--- src/rtl/flag_unit.sv ---
// ============================================================================
// Module   : flag_unit
// Purpose  : Condition-flag register {Z,V,N}, branch resolution with
//            same-cycle EX bypass, and a saturating ADD/SUB overflow counter.
// Revision : 1.0 - initial release
// ============================================================================
`default_nettype none

module flag_unit (
  input  logic        clk,
  input  logic        rst,
  input  logic        ex_valid,
  input  logic [3:0]  ex_op,
  input  logic [15:0] ex_out,
  input  logic        ex_ovfl,
  input  logic        stall,
  input  logic        flush,
  input  logic        br_eval,
  input  logic [2:0]  br_ccc,
  output logic [2:0]  flags,
  output logic        br_valid,
  output logic        br_taken,
  output logic [7:0]  ovfl_cnt
);

  localparam logic [3:0] c_OP_ADD = 4'b0000;
  localparam logic [3:0] c_OP_SUB = 4'b0001;
  localparam logic [3:0] c_OP_XOR = 4'b0011;
  localparam logic [3:0] c_OP_SLL = 4'b0100;
  localparam logic [3:0] c_OP_SRA = 4'b0101;
  localparam logic [3:0] c_OP_ROR = 4'b0110;

  localparam logic [7:0] c_CNT_MAX = 8'hFF;

  logic w_commit;
  logic w_addsub;
  logic w_zonly;
  logic w_z_res;
  logic w_eff_z;
  logic w_eff_v;
  logic w_eff_n;
  logic w_cond;
  logic w_br_accept;

  assign w_commit    = ex_valid & ~stall & ~flush;
  assign w_br_accept = br_eval & ~stall & ~flush;
  assign w_addsub    = (ex_op == c_OP_ADD) || (ex_op == c_OP_SUB);
  assign w_zonly     = (ex_op == c_OP_XOR) || (ex_op == c_OP_SLL) ||
                       (ex_op == c_OP_SRA) || (ex_op == c_OP_ROR);
  assign w_z_res     = (ex_out == 16'h0000);

  // Branches see the flags this cycle's commit would write, not the stale ones.
  assign w_eff_z = (w_commit && (w_addsub || w_zonly)) ? w_z_res : flags[2];
  assign w_eff_v = (w_commit && w_addsub) ? ex_ovfl   : flags[1];
  assign w_eff_n = (w_commit && w_addsub) ? ex_out[15] : flags[0];

  always_comb begin
    w_cond = 1'b0;
    case (br_ccc)
      3'b000:  w_cond = ~w_eff_z;
      3'b001:  w_cond = w_eff_z;
      3'b010:  w_cond = ~w_eff_z & ~w_eff_n;
      3'b011:  w_cond = w_eff_n;
      3'b100:  w_cond = w_eff_z | ~w_eff_n;
      3'b101:  w_cond = w_eff_z | w_eff_n;
      3'b110:  w_cond = w_eff_v;
      default: w_cond = 1'b1;
    endcase
  end

  always_ff @(posedge clk) begin
    if (rst) begin
      flags    <= 3'b000;
      br_valid <= 1'b0;
      br_taken <= 1'b0;
      ovfl_cnt <= 8'h00;
    end else begin
      if (w_commit && w_addsub) begin
        flags <= {w_z_res, ex_ovfl, ex_out[15]};
      end else if (w_commit && w_zonly) begin
        flags[2] <= w_z_res;
      end

      br_valid <= w_br_accept;
      br_taken <= w_br_accept & w_cond;

      if (w_commit && w_addsub && ex_ovfl && (ovfl_cnt != c_CNT_MAX)) begin
        ovfl_cnt <= ovfl_cnt + 8'd1;
      end
    end
  end

endmodule

`default_nettype wire

--- config.mk ---
export PLATFORM = sky130hd
export DESIGN_NAME = flag_unit
export DESIGN_NICKNAME = d
export VERILOG_FILES = /design/src/rtl/flag_unit.sv
export SDC_FILE = /design/constraint.sdc
export NUM_CORES = 1
export LEC_CHECK = 0
export CAP_MARGIN = 20
export CORE_MARGIN = 2
export CORE_UTILIZATION = 32
export DETAILED_ROUTE_END_ITERATION = 7
export GPL_ROUTABILITY_DRIVEN = 0
export PLACE_DENSITY = 0.81
export SYNTH_ARGS = -nofsm -noshare
export SYNTH_HDL_FRONTEND = slang
export SYNTH_SLANG_ARGS = --single-unit
--- constraint.sdc ---
create_clock -name clk -period 1.5 [get_ports clk]
set_input_delay 0.3 -clock clk [delete_from_list [all_inputs] [get_ports clk]]
set_output_delay 0.3 -clock clk [all_outputs]
set_load 0.01 [all_outputs]
==> impl_metrics.json, run 1 <==
{
  "cp-end-kind": "register",
  "die_y_um": 50.96,
  "insertion_delay_ns": 0.28,
  "initial_core_util": 0.3285,
  "fillers": 180,
  "crit_path_max_fanout": 2,
  "min_to": "ovfl_cnt[6]",
  "vias_per_cell": 4.926,
  "cts_tree": "done",
  "drc": 0,
  "antenna_cells": 0,
  "skew_ns": 0.004655,
  "clockBufferDepth": 2,
  "yosysSeqAreaShare": 0.3688,
  "first_pass_iters": 4,
  "synth_cells": 81,
  "synthTopCellsByArea": "dfxtp_1 (37%), xnor2_1 (7.4%), nor2_1 (6.4%), mux2i_1 (4.3%), nor4_1 (3.5%)",
  "synthFlopType": "dfxtp_1",
  "worstMarginPinSlew_ns": 0.3399,
  "dpl_worst_slack_ns": -0.5524,
  "yosysTopAreaCell": "dfxtp_1",
  "grtUsageTotal": 0.1708,
  "async_flop_share": 0,
  "synth_edf_count": 0,
  "coreArea_um2": 2148,
  "grt_pass1_vias": 863,
  "start_kind": "primary input",
  "yosysMostFrequentCell": "dfxtp_1",
  "grt_pass1_wl_mm": 3.394,
  "min_period_ns": 1.441,
  "fin_nets": 179,
  "numCtsBuffers": 3,
  "reg2reg_from": "ovfl_cnt[1]",
  "p_leak_nw": 0.6750,
  "crit_slowest_cell": "clkdlybuf4s50_1",
  "root_buffer": "clkbuf_4",
  "slowest_delay_ns": 0.42,
  "synth_top_area_frac": 0.3688,
  "slew_viol_final": 0,
  "synth.distinct_cells": 30,
  "setup_tns_ns": 0,
  "ant_nets": 0,
  "reg2reg_to": "ovfl_cnt[1]",
  "hold-path-cell-count": 3,
  "crit_path_start": "ex_out[1]",
  "ios": 43,
  "power.total_mw": 0.7160,
  "hold_violations": 0,
  "ys_seq_elements": 13,
  "ctsHoldBuffers": 0,
  "syn_to_final_growth_pct": 108.7,
  "design_area_um2": 1473,
  "ir_drop_mv": 0.3475,
  "path_clk_slew_ns": 0.08,
  "path_class": "primary input to register",
  "post_dp_cell_area_um2": 1325,
  "drive_gt1_frac": 0.3401,
  "required_ns": 1.72,
  "drv_cap": 0,
  "rrSetupSlack_ns": 0.06,
  "dp_hpwl_mm": 1.667,
  "wl_mm": 2.103,
  "fmax_mhz": 694.1,
  "vias": 862,
  "setup_viol_count_final": 0,
  "dr.first_iter.drc_count": 3,
  "portBuffers": 42,
  "worst-path-buf-inv": 1,
  "slew_headroom": 0.7733,
  "syn-num-nets": 112,
  "grt_remaining_overflow": 0,
  "syn_area_per_cell_um2": 8.712,
  "synth.cell_area_um2": 705.7,
  "wl_per_cell_um": 12.02,
  "finalCritPeriodShare": 0.9605,
  "reg2reg_depth": 6,
  "yosys_warnings": 0,
  "die_area_um2": 2597,
  "multiInputGateArea_um2": 556.8,
  "path_cells": "clkdlybuf4s50_1, nor4_2, and4_1, a211o_1, o2111ai_2, a2bb2oi_1",
  "netlist_top_cells_count": "dfxtp_1 (13), nor2_1 (12), xnor2_1 (6)",
  "rows": 17,
  "grt_max_degree": 12,
  "seqCellArea_um2": 262.8,
  "pwr_density_cell_nw_per_um2": 486.2,
  "min_from": "rst",
  "min_path_type": "primary input to register",
  "status": "finished clean",
  "clock-sinks": 13,
  "grt_antenna_before_repair": 0,
  "htree_levels": 1,
  "die_x_um": 50.96,
  "cp_top_family": "simple AND/OR/NAND/NOR gates",
  "setup_ws_ns": 0.05932,
  "crit_arrival_ns": 1.66
}
==> sequential cells by signal (all words and copies together), names as in the netlist <==
signal / count
br_valid: 1
br_taken: 1
flags: 3
ovfl_cnt: 8
==> layout make-up <==
type / instances / area share
timing repair buffer: 63 / 0.3917
tap: 28 / 0.02379
clock buffer: 4 / 0.01784
inverter: 4 / 0.01020
multi-input combinational: 63 / 0.3781
sequential: 13 / 0.1784
==> tightest hold or removal path: stages <==
cell and delay (ns):
dlymetal6s2s_1 0.14, buf_4 0.20, nor2_1 0.05
==> routing by layer <==
| metal | track usage | share of wire | vias to the layer above |
|---|---|---|---|
| met4 | 0.09459 | 0.023 | 0 |
| met2 | 0.3247 | 0.53 | 35 |
| met5 | 0 | 0 | - |
| li1 | - | - | 430 |
| met1 | 0.1804 | 0.39 | 392 |
| met3 | 0.01754 | 0.057 | 5 |
==> logic make-up (layout without fill, tap and decap cells) <==
family	count (synthesis)	after routing	share of synthesized area
fa+ha+maj	1	1	0.01773
compound gates	12	12	0.1294
simple gates	39	39	0.3121
flops	13	13	0.3688
xor+xnor	7	7	0.08688
mux	4	4	0.05851
buf+inv	5	71	0.02658
==> placed cells by master, fill, tap and decap left out, types with 4 or more instances in the layout <==
cell | Yosys | routed
clkdlybuf4s50_1 | 0 | 17
dlymetal6s2s_1 | 0 | 8
nor2_1 | 12 | 11
nor3_2 | 0 | 4
buf_4 | 0 | 18
dfxtp_1 | 13 | 11
xnor2_1 | 6 | 6
inv_1 | 4 | 4
nand2_1 | 5 | 4
dlygate4sd2_1 | 0 | 14
==> worst max-delay path by stage <==
stage | endpoint | cells after the start
after floorplan | br_taken | 5
after global placement | br_taken | 7
after detailed placement | br_taken | 7
after CTS | br_taken | 7
after global routing | br_taken | 6
final | br_taken | 6
==> through the flow <==
step	util	hold slack [ns]	cells
finish	0.6855	0.4539	175
global route	0.6855	0.4715	175
CTS	0.6471	0.5469	172
detailed placement	0.6168	0.5348	167
global placement	0.6168	0.5250	167
floorplan	-	0.3716	81
==> where the power goes <==
part / switching, mW / internal [mW]
combinational: 0.0533 / 0.0926
sequential: 0.000845 / 0.347
clock: 0.119 / 0.103
total: 0.173 / 0.543
==> what timing repair did <==
item / 4_1_cts / 5_1_grt
cloned: 0 / 0
buffers inserted: 1 / 3
gates resized for setup: 32 / 21
pin swaps: 4 / 11
setup endpoints to repair: 22 / 8
Note: power is estimated with default switching activity, not from simulation.
==> run 2, diff against run 1 <==
--- a/config.mk
+++ b/config.mk
@@ -5,6 +5,7 @@
 export SDC_FILE = /design/constraint.sdc
 export NUM_CORES = 1
 export LEC_CHECK = 0
+export ABC_CLOCK_PERIOD_IN_PS = 1500
 export CAP_MARGIN = 20
 export CORE_MARGIN = 2
 export CORE_UTILIZATION = 32
==> constraint.sdc (replaced) <==
create_clock -name clk -period 1.5 [get_ports clk]
set_input_delay 0.225 -clock clk [delete_from_list [all_inputs] [get_ports clk]]
set_output_delay 0.225 -clock clk [all_outputs]
set_load 0.01 [all_outputs]
==> run 2 against run 1 <==
  * Largest cell class unchanged
  * Die area did not move
  * Combinational power fell by 5%
  * Critical path type unchanged
  * Cell area did not move
  * Routed wire length rose by 4.7%
  * Highest routed layer unchanged
  * Critical path depth rose by 2
  * Clock-buffer cell count did not move
  * Sequential share of layout area rose by 0.17 points
==> impl_metrics.json, run 2 (synthesized netlist as in run 1, its figures left out) <==
{
  "finalCritPeriodShare": 0.9733,
  "p_leak_nw": 0.6816,
  "root_buffer": "clkbuf_4",
  "power.total_mw": 0.7029,
  "insertion_delay_ns": 0.27,
  "layout_common_cells": "clkdlybuf4s50_1 (27), buf_4 (20), nor2_1 (11)",
  "ctsHoldBuffers": 0,
  "slew_headroom": 0.7803,
  "post_dp_cell_area_um2": 1294,
  "htree_levels": 1,
  "die_x_um": 50.96,
  "portBuffers": 42,
  "syn_to_final_growth_pct": 108.7,
  "rrSetupSlack_ns": 0.07,
  "cp_top_family": "simple AND/OR/NAND/NOR gates",
  "reg_top3": "ovfl_cnt (8), flags (3)",
  "coreArea_um2": 2148,
  "start_kind": "primary input",
  "grt_pass1_vias": 821,
  "slew_viol_final": 0,
  "drc": 0,
  "ir_drop_mv": 0.3923,
  "rows": 17,
  "dpl_worst_slack_ns": -0.5506,
  "grt_pass1_wl_mm": 3.325,
  "skew_ns": 0.001211,
  "wl_per_cell_um": 12.44,
  "dr.first_iter.drc_count": 9,
  "path_cells": "clkdlybuf4s15_1, nor4b_4, buf_4, buf_4, a21oi_1, nor4bb_4, a2bb2oi_1, a2bb2oi_1",
  "first_pass_iters": 4,
  "vias": 885,
  "worstMarginPinSlew_ns": 0.3287,
  "p_sw_frac": 0.2286,
  "ant_nets": 0,
  "status": "finished clean",
  "dpl.cell_count": 168,
  "initial_core_util": 0.3285,
  "seqPwrFrac": 0.494,
  "grt_remaining_overflow": 0,
  "final_cells": 177,
  "hold_violations": 0,
  "path_clk_slew_ns": 0.08,
  "required_ns": 1.71,
  "regMostFlops": "ovfl_cnt",
  "crit_slowest_cell": "nor4b_4",
  "cp-end-kind": "register",
  "cts_tree": "done",
  "slowest_delay_ns": 0.30,
  "grt_max_degree": 12,
  "drv_cap": 0,
  "drive_gt1_frac": 0.3020,
  "ios": 43,
  "fin_nets": 181,
  "vias_per_cell": 5.000,
  "die_y_um": 50.96,
  "clockBufferDepth": 2,
  "p_int_mw": 0.5422,
  "wl_mm": 2.201,
  "antenna_cells": 0,
  "die_area_um2": 2597,
  "crit_arrival_ns": 1.67,
  "grt_antenna_before_repair": 0,
  "crit_path_max_fanout": 4,
  "dp_hpwl_mm": 1.645,
  "switchingPower_mw": 0.1607,
  "grtUsageTotal": 0.1701,
  "design_area_um2": 1473,
  "fmax_mhz": 685.0,
  "worst-path-buf-inv": 3,
  "clock-sinks": 13,
  "numCtsBuffers": 3,
  "pwr_density_cell_nw_per_um2": 477.3,
  "path_class": "primary input to register",
  "fin_util": 0.6855,
  "largest_reg_flops": 8,
  "min_path_type": "primary input to register",
  "layout_commonest_cell": "clkdlybuf4s50_1",
  "pwr-share-comb": 0.197,
  "setup_viol_count_final": 0,
  "clockPowerShare": 0.308,
  "setup_ws_ns": 0.04006,
  "min_period_ns": 1.460
}
==> run 2: cell types whose count changed in the layout (fill, tap and decap cells not counted), sizes merged <==
| cell | before | now |
|---|---|---|
| buf | 21 | 23 |
| clkbuf | 7 | 5 |
| clkdlybuf4s15 | 0 | 1 |
| clkdlybuf4s50 | 17 | 27 |
| dlygate4sd2 | 14 | 6 |
| dlymetal6s2s | 8 | 7 |
==> run 2: layer usage <==
| layer | vias to the layer above | track usage | part of all wire |
|---|---|---|---|
| met1 | 403 | 0.1640 | 0.35 |
| li1 | 436 | - | - |
| met3 | 2 | 0.04971 | 0.071 |
| met2 | 44 | 0.3398 | 0.57 |
| met4 | 0 | 0.04955 | 0.0050 |
| met5 | - | 0 | 0 |
==> run 2: worst reg2reg max path, cell delays in order (launching register included) <==
cell and delay [ns]:
dfxtp_1 0.35, nand4_1 0.20, o2111ai_4 0.32, buf_6 0.14, buf_4 0.10, mux2i_1 0.17, nor2_1 0.05
==> run 2: worst paths after layout <==
kind / endpoint / cells after the start / start
setup / recovery: br_taken / 8 / stall
hold / removal: br_valid / 3 / flush
setup reg to reg: ovfl_cnt[1] / 6 / ovfl_cnt[5]
hold reg to reg: flags[1] / 2 / flags[1]
==> run 2: area by class of cell <==
| cell class | count | area (µm²) |
|---|---|---|
| Fill cell | 168 | 675.6 |
| Timing Repair Buffer | 65 | 609.3 |
| Multi-Input combinational cell | 63 | 521.8 |
| Sequential cell | 13 | 265.3 |
| Tap cell | 28 | 35.03 |
| Clock buffer | 4 | 26.28 |
| Inverter | 4 | 15.01 |
==> run 2: repair_timing <==
| item | 4_1_cts | 5_1_grt |
|---|---|---|
| pin swaps | 6 | 7 |
| resized for setup | 23 | 20 |
| setup endpoints to repair | 15 | 11 |
| buffers inserted | 3 | 2 |
==> run 2: through the flow <==
| step | setup TNS (ns) | hold WS (ns) |
|---|---|---|
| final | 0 | 0.3120 |
| after detailed placement | -5.295 | 0.5410 |
| after global placement | -4.916 | 0.5213 |
| after global routing | -0.09827 | 0.3173 |
| after CTS | 0 | 0.4322 |
| after floorplan | 0 | 0.2966 |
==> run 2: power by group through the flow <==
stage	logic [mW]	registers, mW	clock network [mW]
detailed placement	0.132	0.356	0
finish	0.139	0.347	0.217
global placement	0.130	0.356	0
global route	0.149	0.348	0.239
CTS	0.138	0.347	0.226
floorplan	0.0261	0.357	0
